$ cat config.mk
export PLATFORM = sky130hd
export DESIGN_NAME = ex_mul
export DESIGN_NICKNAME = d
export VERILOG_FILES = /design/src/rtl/ex_mul.sv
export SDC_FILE = /design/constraint.sdc
export NUM_CORES = 1
export LEC_CHECK = 0
export BUFFER_PORTS_ARGS = -buffer_cell sky130_fd_sc_hd__buf_2
export CAP_MARGIN = 10
export CELL_PAD_IN_SITES_DETAIL_PLACEMENT = 1
export CELL_PAD_IN_SITES_GLOBAL_PLACEMENT = 1
export CORE_MARGIN = 2
export CORE_UTILIZATION = 40
export CTS_CLUSTER_SIZE = 28
export DETAILED_ROUTE_END_ITERATION = 16
export GPL_TIMING_DRIVEN = 0
export PLACE_DENSITY = 0.77
export SYNTH_ARGS = -nofsm -noshare
export SYNTH_HDL_FRONTEND = slang
export SYNTH_SLANG_ARGS = --single-unit
$ cat constraint.sdc
create_clock -name clk -period 5.85 [get_ports clk]
set_input_delay 1.17 -clock clk [delete_from_list [all_inputs] [get_ports clk]]
set_output_delay 1.17 -clock clk [all_outputs]
set_load 0.01 [all_outputs]
$ cat src/rtl/ex_mul.sv
// ex_mul: multi-cycle 32x32->64 shift-add multiplier for the EX stage.
// Handles MULT/MULTU; MADD/MADDU/MSUB/MSUBU are added when MUL_ACC_EN is defined.
// Stalls the pipeline via stop while iterating and writes HI/LO with a
// one-cycle whilo_o strobe, matching the sequential divider handshake.

`ifndef EXE_RES_MUL
`define AluOpBus      7:0
`define AluSelBus     2:0
`define EXE_RES_MUL   3'b101
`define EXE_MULT_OP   8'b00011000
`define EXE_MULTU_OP  8'b00011001
`define EXE_MADD_OP   8'b10100110
`define EXE_MADDU_OP  8'b10101000
`define EXE_MSUB_OP   8'b10101010
`define EXE_MSUBU_OP  8'b10101011
`endif

module ex_mul (
    input  logic              clk,
    input  logic              rst,
    input  logic [`AluOpBus]  aluop_i,
    input  logic [`AluSelBus] alusel_i,
    input  logic [31:0]       reg1_i,
    input  logic [31:0]       reg2_i,
    input  logic [31:0]       hi_i,
    input  logic [31:0]       lo_i,
    output logic [31:0]       hi_o,
    output logic [31:0]       lo_o,
    output logic              whilo_o,
    output logic              stop
);

    localparam logic [1:0] S_IDLE = 2'd0;
    localparam logic [1:0] S_BUSY = 2'd1;
    localparam logic [1:0] S_DONE = 2'd2;

    localparam int unsigned LAST_CNT = 31;

    logic [1:0]  state;
    logic [1:0]  state_nxt;

    logic        op_mul;
    logic        op_signed;
    logic        start;

    logic        a_neg;
    logic        b_neg;
    logic [31:0] a_mag;
    logic [31:0] b_mag;

    logic [31:0] mcand;
    logic [31:0] mplier;
    logic [63:0] prod;
    logic [4:0]  cnt;
    logic        neg;

    logic [63:0] addend;
    logic [63:0] prod_sum;
    logic [63:0] res_signed;
    logic [63:0] res_final;

`ifdef MUL_ACC_EN
    localparam logic [1:0] K_MUL = 2'd0;
    localparam logic [1:0] K_ADD = 2'd1;
    localparam logic [1:0] K_SUB = 2'd2;

    logic [1:0]  op_kind;
    logic [1:0]  kind;
    logic [63:0] acc;
`else
    // HI/LO forwarding is only needed by the accumulate ops.
    logic        unused_acc;
    assign unused_acc = &{1'b0, hi_i, lo_i};
`endif

    // Opcode decode: which ops engage the multiplier and which are signed.
    always_comb begin
        op_mul    = 1'b0;
        op_signed = 1'b0;
`ifdef MUL_ACC_EN
        op_kind   = K_MUL;
`endif
        case (aluop_i)
            `EXE_MULT_OP:  begin op_mul = 1'b1; op_signed = 1'b1; end
            `EXE_MULTU_OP: begin op_mul = 1'b1; end
`ifdef MUL_ACC_EN
            `EXE_MADD_OP:  begin op_mul = 1'b1; op_signed = 1'b1; op_kind = K_ADD; end
            `EXE_MADDU_OP: begin op_mul = 1'b1; op_kind = K_ADD; end
            `EXE_MSUB_OP:  begin op_mul = 1'b1; op_signed = 1'b1; op_kind = K_SUB; end
            `EXE_MSUBU_OP: begin op_mul = 1'b1; op_kind = K_SUB; end
`endif
            default: ;
        endcase
    end

    assign start = (state == S_IDLE) && (alusel_i == `EXE_RES_MUL) && op_mul;

    // Operand magnitudes; 0x80000000 maps to itself read as unsigned.
    always_comb begin
        a_neg = op_signed & reg1_i[31];
        b_neg = op_signed & reg2_i[31];
        a_mag = a_neg ? 32'(~reg1_i + 32'd1) : reg1_i;
        b_mag = b_neg ? 32'(~reg2_i + 32'd1) : reg2_i;
    end

    // One shift-add step and the final sign/accumulate stage.
    always_comb begin
        addend     = mplier[0] ? (64'(mcand) << cnt) : 64'd0;
        prod_sum   = 64'(prod + addend);
        res_signed = neg ? 64'(~prod_sum + 64'd1) : prod_sum;
`ifdef MUL_ACC_EN
        case (kind)
            K_ADD:   res_final = 64'(acc + res_signed);
            K_SUB:   res_final = 64'(acc - res_signed);
            default: res_final = res_signed;
        endcase
`else
        res_final = res_signed;
`endif
    end

    // State register.
    always_ff @(posedge clk) begin
        if (rst) begin
            state <= S_IDLE;
        end else begin
            state <= state_nxt;
        end
    end

    // Next-state logic.
    always_comb begin
        state_nxt = state;
        case (state)
            S_IDLE:  if (start) state_nxt = S_BUSY;
            S_BUSY:  if (cnt == 5'(LAST_CNT)) state_nxt = S_DONE;
            S_DONE:  state_nxt = S_IDLE;
            default: state_nxt = S_IDLE;
        endcase
    end

    assign stop    = start || (state == S_BUSY);
    assign whilo_o = (state == S_DONE);

    // Operand latch, iteration registers and the HI/LO result registers.
    always_ff @(posedge clk) begin
        if (rst) begin
            mcand  <= 32'd0;
            mplier <= 32'd0;
            prod   <= 64'd0;
            cnt    <= 5'd0;
            neg    <= 1'b0;
            hi_o   <= 32'd0;
            lo_o   <= 32'd0;
`ifdef MUL_ACC_EN
            kind   <= K_MUL;
            acc    <= 64'd0;
`endif
        end else begin
            case (state)
                S_IDLE: begin
                    if (start) begin
                        mcand  <= a_mag;
                        mplier <= b_mag;
                        neg    <= op_signed & (reg1_i[31] ^ reg2_i[31]);
                        prod   <= 64'd0;
                        cnt    <= 5'd0;
`ifdef MUL_ACC_EN
                        kind   <= op_kind;
                        acc    <= {hi_i, lo_i};
`endif
                    end
                end
                S_BUSY: begin
                    prod   <= prod_sum;
                    mplier <= {1'b0, mplier[31:1]};
                    cnt    <= 5'(cnt + 5'd1);
                    if (cnt == 5'(LAST_CNT)) begin
                        hi_o <= res_final[63:32];
                        lo_o <= res_final[31:0];
                    end
                end
                default: ;
            endcase
        end
    end

endmodule
; Word level (Yosys, flattened, before mapping)
; Cells that the tools add are included.
[word_totals]
ff_bits = 200
[op_classes]
n_addsub = 5
muxes = 15
bitwise = 7
reduce_logical = 10
n_eq_ne = 8
n_shift = 1
[ops]
columns = cell, count
row1 = $mux W64, 3
row2 = $pmux W64 S2, 1
row3 = $mux W32, 3
row4 = $add A32 B1 Y32 const B, 2
row5 = $add A64 B1 Y64 const B, 1
row6 = $add A64 B64 Y64, 1
row7 = $not A32 Y32, 2
row8 = $not A64 Y64, 1
row9 = $pmux W32 S2, 1
row10 = $shl A32 B5 Y64, 1
row11 = $eq A8 B5 Y1 const B, 2
row12 = $pmux W5 S2, 1
row13 = $reduce_and A2 Y1, 4
row14 = $add A5 B1 Y5 const B, 1
row15 = $eq A5 B5 Y1 const B, 1
row16 = $mux W5, 1
row17 = $mux W2, 2
row18 = $ne A2 B2 Y1 const B, 2
row19 = $pmux W2 S2, 1
row20 = $and A1 B1 Y1, 3
row21 = $eq A3 B3 Y1 const B, 1
row22 = $eq A2 B1 Y1 const B, 1
row23 = $eq A2 B2 Y1 const B, 1
row24 = $logic_and A1 B1 Y1, 2
row25 = other kinds (6), 7

; Longest topological paths before layout
; Gate-level depths: netlist of the first run.
[logic_depth]
ltp_word = 6
mapped_depth = 25

; Least setup slack after synthesis of the first run
; OpenSTA, ideal clock, no wires.
[synth_path]
kind = flip-flop to flip-flop
from = register cnt[0]
to = register hi_o[25]
synth_period_minus_slack_ns = 5.556
stages_incl_launch_ff = 22
setup_slack_ns = 0.294
required_time_ns = 5.764
path_buffers = 3
arrival_ns = 5.470
setup_time_ns = 0.086
cell_sequence = dfxtp_1 -> buf_1 -> mux4_2 -> mux2i_1 -> o22a_1 -> mux2i_1 -> and2_1 -> ha_1 -> buf_2 -> a21oi_2 -> o21ai_1 -> a21o_1 -> a22oi_1 -> or3b_1 -> xor2_1 -> or4b_4 -> nor4_4 -> nand2b_1 -> buf_6 -> nor4_1 -> mux2_2 -> a211oi_1
[synth_via]
elab_chain_cells = 6
elab_cells_between_ends = 8
cone_classes = add/sub: 2 / eq/ne: 1 / shift: 1 / mux: 2 / bitwise: 1 / reduce/logical: 1
[synth_lines]
columns = item, line
row1 = from (decl), 54  ; logic [4:0] cnt;
row2 = from (signal assigned), 177  ; cnt <= 5'(cnt + 5'd1);
row3 = $shl A32 B5 Y64, 108  ; addend = mplier[0] ? (64'(mcand) << cnt) : 64'd0;
row4 = $mux W64, 108
row5 = $add A64 B64 Y64, 109  ; prod_sum = 64'(prod + addend);
row6 = $not A64 Y64, 110  ; res_signed = neg ? 64'(~prod_sum + 64'd1) : prod_sum;
row7 = $add A64 B1 Y64, 110
row8 = $mux W64, 110
row9 = to (signal assigned), 179  ; hi_o <= res_final[63:32];
row10 = to (decl), 27  ; output logic [31:0] hi_o,
; Several ways; a longest one is shown, not always the timed one.
; A chain may end at the register's enable or synchronous reset.

; Worst setup path after layout of the first run
[layout_path]
from = register cnt[0]
to = register hi_o[31]
; Same word-level chain as after synthesis.

==> results of run 1 <==
sequential cells by signal (all words and copies together), names as in the netlist:
name    count
neg         1
state       2
mplier     32
hi_o       32
lo_o       32
prod       64
cnt         5
mcand      32
layer usage:
| metal | track usage [%] | vias up | routed length (µm) |
|---|---|---|---|
| met5 | 0 | - | 0 |
| met2 | 55.9 | 762 | 37500 |
| li1 | - | 8913 | - |
| met1 | 42.5 | 9748 | 32800 |
| met4 | 16.0 | 0 | 3510 |
| met3 | 5.88 | 177 | 5240 |
cell families (layout without fill, tap and decap cells):
kind of cell    after synthesis  count (layout)  share of synthesized area (%)
compound gates              705             705                           27.8
xor+xnor                    149             149                           7.71
fa+ha+maj                    69              69                           5.14
buf+inv                     192             458                           4.60
flops                       200             200                           23.6
mux                          81              81                           6.70
simple gates                881             882                           24.4
stage by stage:
step	util [%]	setup WS, ps
6_report	52.2	-97.3
3_5_place_dp	43.8	-2060
3_3_place_gp	43.8	-1930
5_1_grt	52.2	-175
2_1_floorplan	-	294
4_1_cts	47.4	-41.7
path summary, 6_finish.rpt:
check | from | end | depth (start not counted)
worst max register to register | cnt[0] | hi_o[31] | 21
worst max-delay path | cnt[0] | hi_o[31] | 21
worst min register to register | hi_o[25] | hi_o[25] | 2
worst min-delay path | hi_o[25] | hi_o[25] | 2
repair_timing:
| item | 4_1_cts | 5_1_grt |
|---|---|---|
| gates cloned | 0 | 4 |
| buffers inserted | 27 | 73 |
| endpoints found under the hold margin | 0 | 0 |
| resized for setup | 180 | 292 |
| endpoints found under the setup margin | 72 | 32 |
| pin swaps | 26 | 84 |
cell type report:
class                           instances  area, µm²
Inverter                               33        131
Tap cell                              539        674
Clock inverter                         14        161
Clock buffer                           18        439
Timing Repair Buffer                  246       1540
Sequential cell                       200       4010
Multi-Input combinational cell       1886      14100
Buffer                                147        785
Fill cell                            5114      20000
cell usage after synthesis, types with 6 or more instances:
master      n  area (µm²)
nor2_1    278        1040
nand2_1   267        1000
a21oi_1   205        1030
dfxtp_1   200        4000
clkbuf_1  120         450
o21ai_0   104         521
a211oi_1   90         676
xor2_1     88         771
nand3_1    81         405
ha_1       68         851
xnor2_1    61         534
nor3_1     51         255
a22oi_1    49         368
nand4_1    47         294
mux2i_1    38         380
a31oi_1    31         194
inv_1      31         116
a21o_1     29         218
o31ai_1    26         195
nor4_1     25         156
mux4_2     24         541
and2_1     23         144
or3_1      20         125
mux2_2     19         214
buf_1      18        67.6
o21a_1     18         135
o22ai_1    17         106
buf_2      16        80.1
a311oi_1   15         131
o211ai_1   15         113
and3_1     13        81.3
nand2b_1   13        81.3
nor2b_1    12        75.1
o21ai_1    11        55.1
o41ai_1    10        87.6
o21bai_1    9        67.6
and4_1      7        61.3
or2_2       7        43.8
or4_1       7        52.6
a21oi_2     6        52.6
o31a_1      6        52.6
power by group through the flow:
stage	combinational [mW]	clock, mW	sequential (mW)
finish	0.118	1.27	1.36
detailed placement	0.115	0	1.39
global placement	0.112	0	1.39
floorplan	0.0488	0	1.39
CTS	0.116	1.30	1.36
global route	0.128	1.34	1.36
worst reg2reg max path, cell delays in order, from the launching register on:
cell      delay, ps
dfxtp_4         470
buf_12          160
mux4_2          600
mux2i_4         220
mux2_2          230
o22ai_2         140
ha_4            350
buf_2           230
nand4_1         260
nor2_1          230
o21ai_2         190
a311oi_4        300
o21a_1          220
o221ai_2        130
or4b_4          560
nor4_4          250
buf_4           190
nand2b_4         60
buf_6           150
o41ai_4         500
xnor2_2         200
a211oi_2        240
==> metrics.md, run 1 <==
| Metric | Value |
|---|---|
| Status | `finished with violations` |
| Failing checks | `setup timing` |
| Clk pin slew, worst setup/hold paths | `80 ps` |
| Antenna cells | `0` |
| Static leakage | `8.07 nW` |
| Pin count of the biggest net entering global routing | `20` |
| Critical Path Max Stage Delay | `600 ps` |
| Placed Area | `18300 µm²` |
| Syn avg cell area | `7.44 µm²` |
| Ys flop type | `dfxtp_1` |
| CTS max path bufs | `2` |
| DIE WIDTH | `approximately 210 µm` |
| Most frequent cells in the layout | `265 x nor2_1, 249 x nand2_1, 197 x dfxtp_1` |
| Cells along the critical path | `buf_12, mux4_2, mux2i_4, mux2_2, o22ai_2, ha_4, buf_2, nand4_1, nor2_1, o21ai_2, a311oi_4, o21a_1, o221ai_2, or4b_4, nor4_4, buf_4, nand2b_4, buf_6, o41ai_4, xnor2_2, a211oi_2` |
| CP Launch Type | `flop` |
| Min Clock Period, post-route | `5950 ps` |
| Worst reg2reg setup slack | `-100 ps` |
| Die footprint | `44000 µm²` |
| Finished Cell Area | `21900 µm²` |
| PnR worst setup slack | `-97.3 ps` |
| Post-Route WL | `79.0 mm` |
| Post-route ant nets | `0` |
| EDFF count, synth | `0` |
| RSZ-0062 raised after global routing | `yes` |
| Cell total after placement | `between 2k and 3k` |
| Layout cell share with drive strength beyond 1 | `25.9%` |
| Worst path slowest cell | `mux4_2` |
| Root buffer cell | `clkbuf_16` |
| Synthesized instance count | `between 2k and 2.5k` |
| Final Max Tran Viols | `0` |
| Worst skew pair latency | `520 ps` |
| Setup TNS Final | `-133 ps` |
| Sequential Power Share | `49.5%` |
| DR DRC count | `0` |
| Clock Skews | `14.9 ps` |
| Cell Area, Synth | `16900 µm²` |
| CP delay by family, top | `compound AO/OA/AOI/OAI gates` |
| Final setup viols | `4` |
| #FFs+latches synth | `200` |
| Yosys warning count | `0` |
| DP Wirelength | `around 60 mm` |
| Std cell rows | `75` |
| Number of DRC markers in iteration 0 | `1544` |
| Power, Total | `2.75 mW` |
| CTS Buf Count | `17` |
| Asr flop ratio synth | `0%` |
| Arr. time, crit path | `6380 ps` |
| Die height | `210 µm` |
| Hold/Removal Path Class | `reg2reg` |
| WHS | `~460 ps` |
| Commonest non-fill, non-tap cell in the layout | `nor2_1` |
| Switching part of the total | `26.6%` |
| Nets@finish | `2741` |
| Vias per cell | `6.36` |
| CP endpoint kind | `flop` |
| Port Buf Inserts | `141` |
| Comb pwr share | `4.3%` |
| Syn_nets | `2487` |
| Antenna violations before repair | `2` |
| Initial Util | `between 40% and 50%` |
| Endpoints failing hold | `0` |
| Grt ovf | `0` |
| Area delta synth->final | `29.1%` |
| Post-Layout Cell Count | `between 3k and 4k` |
| Crit-path max FO | `10` |
| GRT Total Usage | `33.7%` |
| Synth cell types | `97` |
| Vias in the first global route | `~19k` |
| Relative slew slack | `1.56%` |
| CTS sink cnt | `200` |
| Core area | `41900 µm²` |
| First-pass GRT wire length | `113 mm` |
| H-Tree Depth | `4` |
| Internal power | `2.02 mW` |
| Worst slew pin tran | `approximately 1500 ps` |
| First-pass DRT Iterations | `5` |
| Seq/Total Area, Yosys | `23.6%` |
| CTS tree | `done` |
| Hold buffer count at CTS | `0` |
| Maximum vdd drop | `210 µV` |
| Max-cap viol count | `0` |
| Clk pwr share | `46.2%` |
| Power per cell area | `126 nW/µm²` |
| WL/cell | `25.6 µm` |
| Fin crit share | `102%` |
| Placer Congestion | `1.00` |
| I/O pin total | `207` |
| Vias | `about 20k` |
| WP buf/inv | `4` |
| CP Data Required Time | `6290 ps` |
| WS Path Type | `reg2reg` |
| Net Switching | `0.732 mW` |
| FMAX | `roughly 170 MHz` |
Note: power is estimated with default switching activity, not from simulation.
==> run 2, diff against run 1 <==
--- a/config.mk
+++ b/config.mk
@@ -11,6 +11,7 @@
 export CELL_PAD_IN_SITES_GLOBAL_PLACEMENT = 1
 export CORE_MARGIN = 2
 export CORE_UTILIZATION = 40
+export CTS_BUF_LIST = sky130_fd_sc_hd__clkbuf_8
 export CTS_CLUSTER_SIZE = 28
 export DETAILED_ROUTE_END_ITERATION = 16
 export GPL_TIMING_DRIVEN = 0
==> metrics.md, run 2 (synthesis results as in run 1) <==
| Metric | Value |
|---|---|
| DIE WIDTH | `210 µm (unchanged)` |
| Vias | `19.3k (was 19.6k)` |
| Final setup viols | `6 (was 4)` |
| Die height | `210 µm (unchanged)` |
| Cells along the critical path | `clkbuf_16, mux4_2, mux2i_2, nand2_1, o21ai_1, mux2i_1, and2_1, ha_4, a21oi_2, o21ai_0, a21oi_1, nand2_1, o21ai_0, nor2_1, a31oi_1, xor2_2, nand2b_1, o41ai_4, xnor2_2, a211oi_2 (was buf_12, mux4_2, mux2i_4, mux2_2, o22ai_2, ha_4, buf_2, nand4_1, nor2_1, o21ai_2, a311oi_4, o21a_1, o221ai_2, or4b_4, nor4_4, buf_4, nand2b_4, buf_6, o41ai_4, xnor2_2, a211oi_2)` |
| Post-Route WL | `76.7 mm (was 79.0 mm)` |
| Arr. time, crit path | `6550 ps (was 6380 ps)` |
| CTS max path bufs | `2 (unchanged)` |
| Root buffer cell | `clkbuf_8 (was clkbuf_16)` |
| WL/cell | `25.2 µm (was 25.6 µm)` |
| Maximum vdd drop | `191 µV (was 210 µV)` |
| CTS tree | `done (unchanged)` |
| Min Clock Period, post-route | `6050 ps (was 5950 ps)` |
| Std cell rows | `75 (unchanged)` |
| Worst path slowest cell | `o41ai_4 (was mux4_2)` |
| DR DRC count | `0 (unchanged)` |
| Worst skew pair latency | `600 ps (was 520 ps)` |
| Status | `finished with violations (unchanged)` |
| Failing checks | `capacitance limit, slew limit, setup timing (was setup timing)` |
| CP endpoint kind | `flop (unchanged)` |
| Clk pin slew, worst setup/hold paths | `120 ps (was 80 ps)` |
| Die footprint | `44000 µm² (unchanged)` |
| Placed Area | `18300 µm² (unchanged)` |
| Place WS | `-2060 ps (unchanged)` |
| Finished Cell Area | `20900 µm² (was 21900 µm²)` |
| Net Switching | `0.691 mW (was 0.732 mW)` |
| Core area | `41900 µm² (unchanged)` |
| Number of DRC markers in iteration 0 | `1357 (was 1544)` |
| Grt ovf | `0 (unchanged)` |
| Switching part of the total | `28.1% (was 26.6%)` |
| Placer Congestion | `1.00 (unchanged)` |
| Comb pwr share | `4.8% (was 4.3%)` |
| Crit-path max FO | `10 (unchanged)` |
| Area delta synth->final | `23.3% (was 29.1%)` |
| Static leakage | `7.60 nW (was 8.07 nW)` |
| Critical Path Max Stage Delay | `620 ps (was 600 ps)` |
| CTS sink cnt | `200 (unchanged)` |
| Fillers | `5211 (was 5114)` |
| First-pass GRT wire length | `113 mm (about the same)` |
| Internal power | `1.77 mW (was 2.02 mW)` |
| Register bank with the most flops | `prod (unchanged)` |
| Largest register FFs | `64 (unchanged)` |
| Fin crit share | `103% (was 102%)` |
| PnR worst setup slack | `-195 ps (was -97.3 ps)` |
| Antenna violations before repair | `4 (was 2)` |
| Hold/Removal Path Class | `reg2reg (unchanged)` |
| First-pass DRT Iterations | `5 (unchanged)` |
| Sequential Power Share | `55.4% (was 49.5%)` |
| Power per cell area | `118 nW/µm² (was 126 nW/µm²)` |
| Vias per cell | `6.32 (was 6.36)` |
| CTS Buf Count | `17 (unchanged)` |
| FMAX | `165 MHz (was 168 MHz)` |
| Most frequent cells in the layout | `269 x nor2_1, 254 x nand2_1, 198 x dfxtp_1 (was 265 x nor2_1, 249 x nand2_1, 197 x dfxtp_1)` |
| I/O pin total | `207 (unchanged)` |
| Max-cap viol count | `1 (was 0)` |
| Final Max Tran Viols | `13 (was 0)` |
| Nets@finish | `2707 (was 2741)` |
| Commonest non-fill, non-tap cell in the layout | `nor2_1 (unchanged)` |
| Clock Skews | `27.1 ps (was 14.9 ps)` |
| Initial Util | `40.5% (unchanged)` |
| Endpoints failing hold | `0 (unchanged)` |
| Hold buffer count at CTS | `0 (unchanged)` |
| Layout cell share with drive strength beyond 1 | `22.7% (was 25.9%)` |
| Post-route ant nets | `0 (unchanged)` |
| DP Wirelength | `59.9 mm (unchanged)` |
| RSZ-0062 raised after global routing | `yes (unchanged)` |
| Vias in the first global route | `19.1k (about the same)` |
| CP Data Required Time | `6360 ps (was 6290 ps)` |
| Port Buf Inserts | `141 (unchanged)` |
| H-Tree Depth | `4 (unchanged)` |
| Pin count of the biggest net entering global routing | `20 (unchanged)` |
| Clk pwr share | `39.9% (was 46.2%)` |
| GRT Total Usage | `33.7% (about the same)` |
| Worst slew pin tran | `1520 ps (was 1480 ps)` |
| WS Path Type | `reg2reg (unchanged)` |
| CP Launch Type | `flop (unchanged)` |
| Relative slew slack | `-1.36% (was 1.56%)` |
## run 2: cell count changes in the layout (fill, tap and decap cells not counted), moves of 5 or more
cell / before / now
a21oi_1: 167 / 175
a21oi_4: 18 / 11
buf_2: 149 / 155
buf_4: 104 / 65
clkbuf_16: 19 / 2
clkbuf_8: 2 / 20
ha_4: 14 / 7
nand2_1: 249 / 254
nand2_4: 6 / 1
o21ai_1: 10 / 16
## run 2: final cells by class
class	instances	area [µm²]	share of cell area [%]
inverter	33	124	0.593
clock buffer	18	248	1.19
timing repair buffer	211	1260	6.05
buffer	149	768	3.68
antenna	2	5.00	0.0240
multi-input combinational	1885	13600	65.3
sequential	200	4010	19.2
tap	539	674	3.23
clock inverter	14	161	0.773
## run 2: final timing paths
check | from | end | slack (ps) | depth (start not counted)
max | cnt[0] | hi_o[31] | -200 | 20
min | hi_o[13] | hi_o[13] | 460 | 2
max reg2reg | cnt[0] | hi_o[31] | -200 | 20
min reg2reg | hi_o[13] | hi_o[13] | 460 | 2
## run 2: critical path, delay by kind of cell (launching register included)
| family | cells | cell delay (ps) |
|---|---|---|
| AO/OA/AOI/OAI | 8 | 2650 |
| multiplexers | 3 | 930 |
| AND/OR/NAND/NOR | 5 | 870 |
| XOR/XNOR | 2 | 560 |
| flip-flops | 1 | 470 |
| adder cells (fa/ha/maj) | 1 | 270 |
| buffers and inverters | 1 | 190 |
## run 2: routing by layer
metal  GRT usage (%)  part of all wire (%)  up-vias
met5               0                 0.014        -
met4            15.4                   5.0        2
met3            5.81                   6.2      159
met2            56.1                    47      667
met1            42.5                    42     9583
li1                -                     -     8869
## run 2: metrics by stage
step           utilization, %  power, mW  TNS (ps)  hold WS, ps  cells
3_3_place_gp             43.8       1.50    -48080          443   2957
3_5_place_dp             43.8       1.51    -56940          451   2959
5_1_grt                  49.9       2.54     -2450          485   3049
4_1_cts                  47.1       2.48         0          473   3011
2_1_floorplan               -       1.44         0          437   2277
6_report                 49.9       2.46      -374          463   3051
## run 2: repair_timing
action | in CTS | in global routing
buffers inserted | 29 | 36
pin swaps | 28 | 35
endpoints found under the hold margin | 0 | 0
cloned | 0 | 3
resized for setup | 194 | 170
endpoints found under the setup margin | 71 | 31
## run 2: power groups by stage
stage | clock (mW) | combinational (mW) | sequential, mW
2_1_floorplan | 0 | 0.0488 | 1.39
3_3_place_gp | 0 | 0.112 | 1.39
3_5_place_dp | 0 | 0.115 | 1.39
4_1_cts | 1.01 | 0.116 | 1.36
5_1_grt | 1.05 | 0.128 | 1.36
6_report | 0.980 | 0.117 | 1.36
==> run 3, diff against run 2 <==
--- a/config.mk
+++ b/config.mk
@@ -16,6 +16,7 @@
 export DETAILED_ROUTE_END_ITERATION = 16
 export GPL_TIMING_DRIVEN = 0
 export PLACE_DENSITY = 0.77
+export SKIP_CTS_REPAIR_TIMING = 1
 export SYNTH_ARGS = -nofsm -noshare
 export SYNTH_HDL_FRONTEND = slang
 export SYNTH_SLANG_ARGS = --single-unit
==> metrics.md, run 3 (synthesis results as in run 1) <==
| Metric | Value |
|---|---|
| Status | `finished with violations (unchanged)` |
| Failing checks | `setup timing (was capacitance limit, slew limit, setup timing)` |
| Maximum vdd drop | `191 µV (about the same)` |
| First-pass DRT Iterations | `5 (unchanged)` |
| Arr. time, crit path | `6410 ps (was 6550 ps)` |
| DR DRC count | `0 (unchanged)` |
| Die height | `210 µm (unchanged)` |
| Core area | `41900 µm² (unchanged)` |
| Crit-path max FO | `10 (unchanged)` |
| Setup TNS Final | `-74.0 ps (was -374 ps)` |
| DP Wirelength | `59.9 mm (unchanged)` |
| Register bank with the most flops | `prod (unchanged)` |
| Cells along the critical path | `buf_6, buf_6, mux2i_4, a21oi_2, mux2i_4, mux2_4, o22ai_4, ha_1, buf_6, a21oi_2, o21a_1, o21a_1, o21bai_1, or3_4, a31oi_2, xnor2_2, nor4_2, nand4_1, o41ai_4, xnor2_2, a211oi_2 (was clkbuf_16, mux4_2, mux2i_2, nand2_1, o21ai_1, mux2i_1, and2_1, ha_4, a21oi_2, o21ai_0, a21oi_1, nand2_1, o21ai_0, nor2_1, a31oi_1, xor2_2, nand2b_1, o41ai_4, xnor2_2, a211oi_2)` |
| Internal power | `1.77 mW (about the same)` |
| Static leakage | `7.70 nW (was 7.60 nW)` |
| Port Buf Inserts | `141 (unchanged)` |
| CP Launch Type | `flop (unchanged)` |
| RSZ-0062 raised after global routing | `yes (unchanged)` |
| Worst slew pin tran | `1300 ps (was 1520 ps)` |
| Largest register FFs | `64 (unchanged)` |
| Net Switching | `0.694 mW (was 0.691 mW)` |
| WP buf/inv | `3 (was 1)` |
| Hold/Removal Path Class | `reg2reg (unchanged)` |
| Vias per cell | `6.30 (was 6.32)` |
| Clk pwr share | `39.9% (about the same)` |
| CP delay by family, top | `compound AO/OA/AOI/OAI gates (unchanged)` |
| CTS Buf Count | `17 (unchanged)` |
| Relative slew slack | `13.5% (was -1.36%)` |
| CTS tree | `done (unchanged)` |
| CTS max path bufs | `2 (unchanged)` |
| Most frequent cells in the layout | `265 x nor2_1, 253 x nand2_1, 198 x dfxtp_1 (was 269 x nor2_1, 254 x nand2_1, 198 x dfxtp_1)` |
| CP dominant cell by count | `buf_6` |
| Switching part of the total | `28.2% (was 28.1%)` |
| Placer Congestion | `1.00 (unchanged)` |
| Vias | `19.3k (about the same)` |
| WS Path Type | `reg2reg (unchanged)` |
| Max-cap viol count | `0 (was 1)` |
| DIE WIDTH | `210 µm (unchanged)` |
| Worst skew pair latency | `610 ps (was 600 ps)` |
| Min Clock Period, post-route | `5900 ps (was 6050 ps)` |
| CTS sink cnt | `200 (unchanged)` |
| I/O pin total | `207 (unchanged)` |
| Grt ovf | `0 (unchanged)` |
| FMAX | `170 MHz (was 165 MHz)` |
| WL/cell | `24.8 µm (was 25.2 µm)` |
| Nets@finish | `2719 (was 2707)` |
| Clk pin slew, worst setup/hold paths | `120 ps (about the same)` |
| Post-Layout Cell Count | `3061 (was 3051)` |
| Root buffer cell | `clkbuf_8 (unchanged)` |
| Antenna violations before repair | `1 (was 4)` |
| Area delta synth->final | `24.6% (was 23.3%)` |
| Cell total after placement | `2959 (unchanged)` |
| Final setup viols | `2 (was 6)` |
| H-Tree Depth | `4 (unchanged)` |
| Antenna cells | `0 (was 2)` |
| First-pass GRT wire length | `110 mm (was 113 mm)` |
| Power, Total | `2.46 mW (about the same)` |
| Final Max Tran Viols | `0 (was 13)` |
| Vias in the first global route | `18.8k (was 19.1k)` |
| Commonest non-fill, non-tap cell in the layout | `nor2_1 (unchanged)` |
| PnR worst setup slack | `-47.5 ps (was -195 ps)` |
| WHS | `464 ps (was 463 ps)` |
| CP Data Required Time | `6360 ps (about the same)` |
| Critical Path Max Stage Delay | `570 ps (was 620 ps)` |
| Post-route ant nets | `0 (unchanged)` |
| Fin crit share | `101% (was 103%)` |
| Initial Util | `40.5% (unchanged)` |
| Comb pwr share | `4.8% (about the same)` |
| Post-Route WL | `76.0 mm (was 76.7 mm)` |
| Fillers | `5193 (was 5211)` |
| GRT Total Usage | `33.0% (was 33.7%)` |
| Number of DRC markers in iteration 0 | `1452 (was 1357)` |
| Clock Skews | `27.3 ps (was 27.1 ps)` |
| Finished Cell Area | `21100 µm² (was 20900 µm²)` |
| Endpoints failing hold | `0 (unchanged)` |
| Std cell rows | `75 (unchanged)` |
| Power per cell area | `117 nW/µm² (was 118 nW/µm²)` |
| Die footprint | `44000 µm² (unchanged)` |
| Placed Area | `18300 µm² (unchanged)` |
| Worst path slowest cell | `o41ai_4 (unchanged)` |
| Sequential Power Share | `55.3% (was 55.4%)` |
| CP endpoint kind | `flop (unchanged)` |
| Pin count of the biggest net entering global routing | `20 (unchanged)` |
| Layout cell share with drive strength beyond 1 | `23.8% (was 22.7%)` |
run 3: metal layers:
| metal | vias to the layer above | global-route usage (%) | wire (µm) |
|---|---|---|---|
| li1 | 8883 | - | - |
| met1 | 9589 | 41.9 | 32000 |
| met2 | 673 | 54.9 | 36100 |
| met3 | 152 | 5.73 | 4750 |
| met4 | 2 | 14.2 | 3210 |
| met5 | - | 0 | 8 |
run 3: area by class of cell:
class                           count  area, µm²  share of cell area (%)
Inverter                           33        128                   0.605
Clock buffer                       18        248                    1.17
Multi-Input combinational cell   1885      13700                    65.1
Timing Repair Buffer              225       1370                    6.48
Tap cell                          539        674                    3.20
Buffer                            147        764                    3.62
Sequential cell                   200       4010                    19.0
Clock inverter                     14        161                   0.765
run 3: worst paths after layout:
path                            slack [ps]  startpoint        to  cells past startpoint
worst max-delay path                   -50      cnt[1]  hi_o[31]                     21
worst min-delay path                   460    hi_o[13]  hi_o[13]                      2
worst max register to register         -50      cnt[1]  hi_o[31]                     21
worst min register to register         460    hi_o[13]  hi_o[13]                      2
run 3: power groups by stage:
stage / registers [mW] / clock network [mW] / logic (mW)
after floorplan: 1.39 / 0 / 0.0488
after global placement: 1.39 / 0 / 0.112
after detailed placement: 1.39 / 0 / 0.115
after CTS: 1.36 / 1.01 / 0.116
after global routing: 1.36 / 1.05 / 0.128
final: 1.36 / 0.983 / 0.117
run 3: worst min-delay path: cells and delay by family (launching register included):
family	cells	cell delay (ps)
flip-flops	1	340
AND/OR/NAND/NOR	1	40
AO/OA/AOI/OAI	1	50
run 3: stage by stage:
step | worst slack (ps) | util, %
2_1_floorplan | 294 | -
3_3_place_gp | -1930 | 43.8
3_5_place_dp | -2060 | 43.8
4_1_cts | -2100 | 44.8
5_1_grt | -179 | 50.4
6_report | -47.5 | 50.4
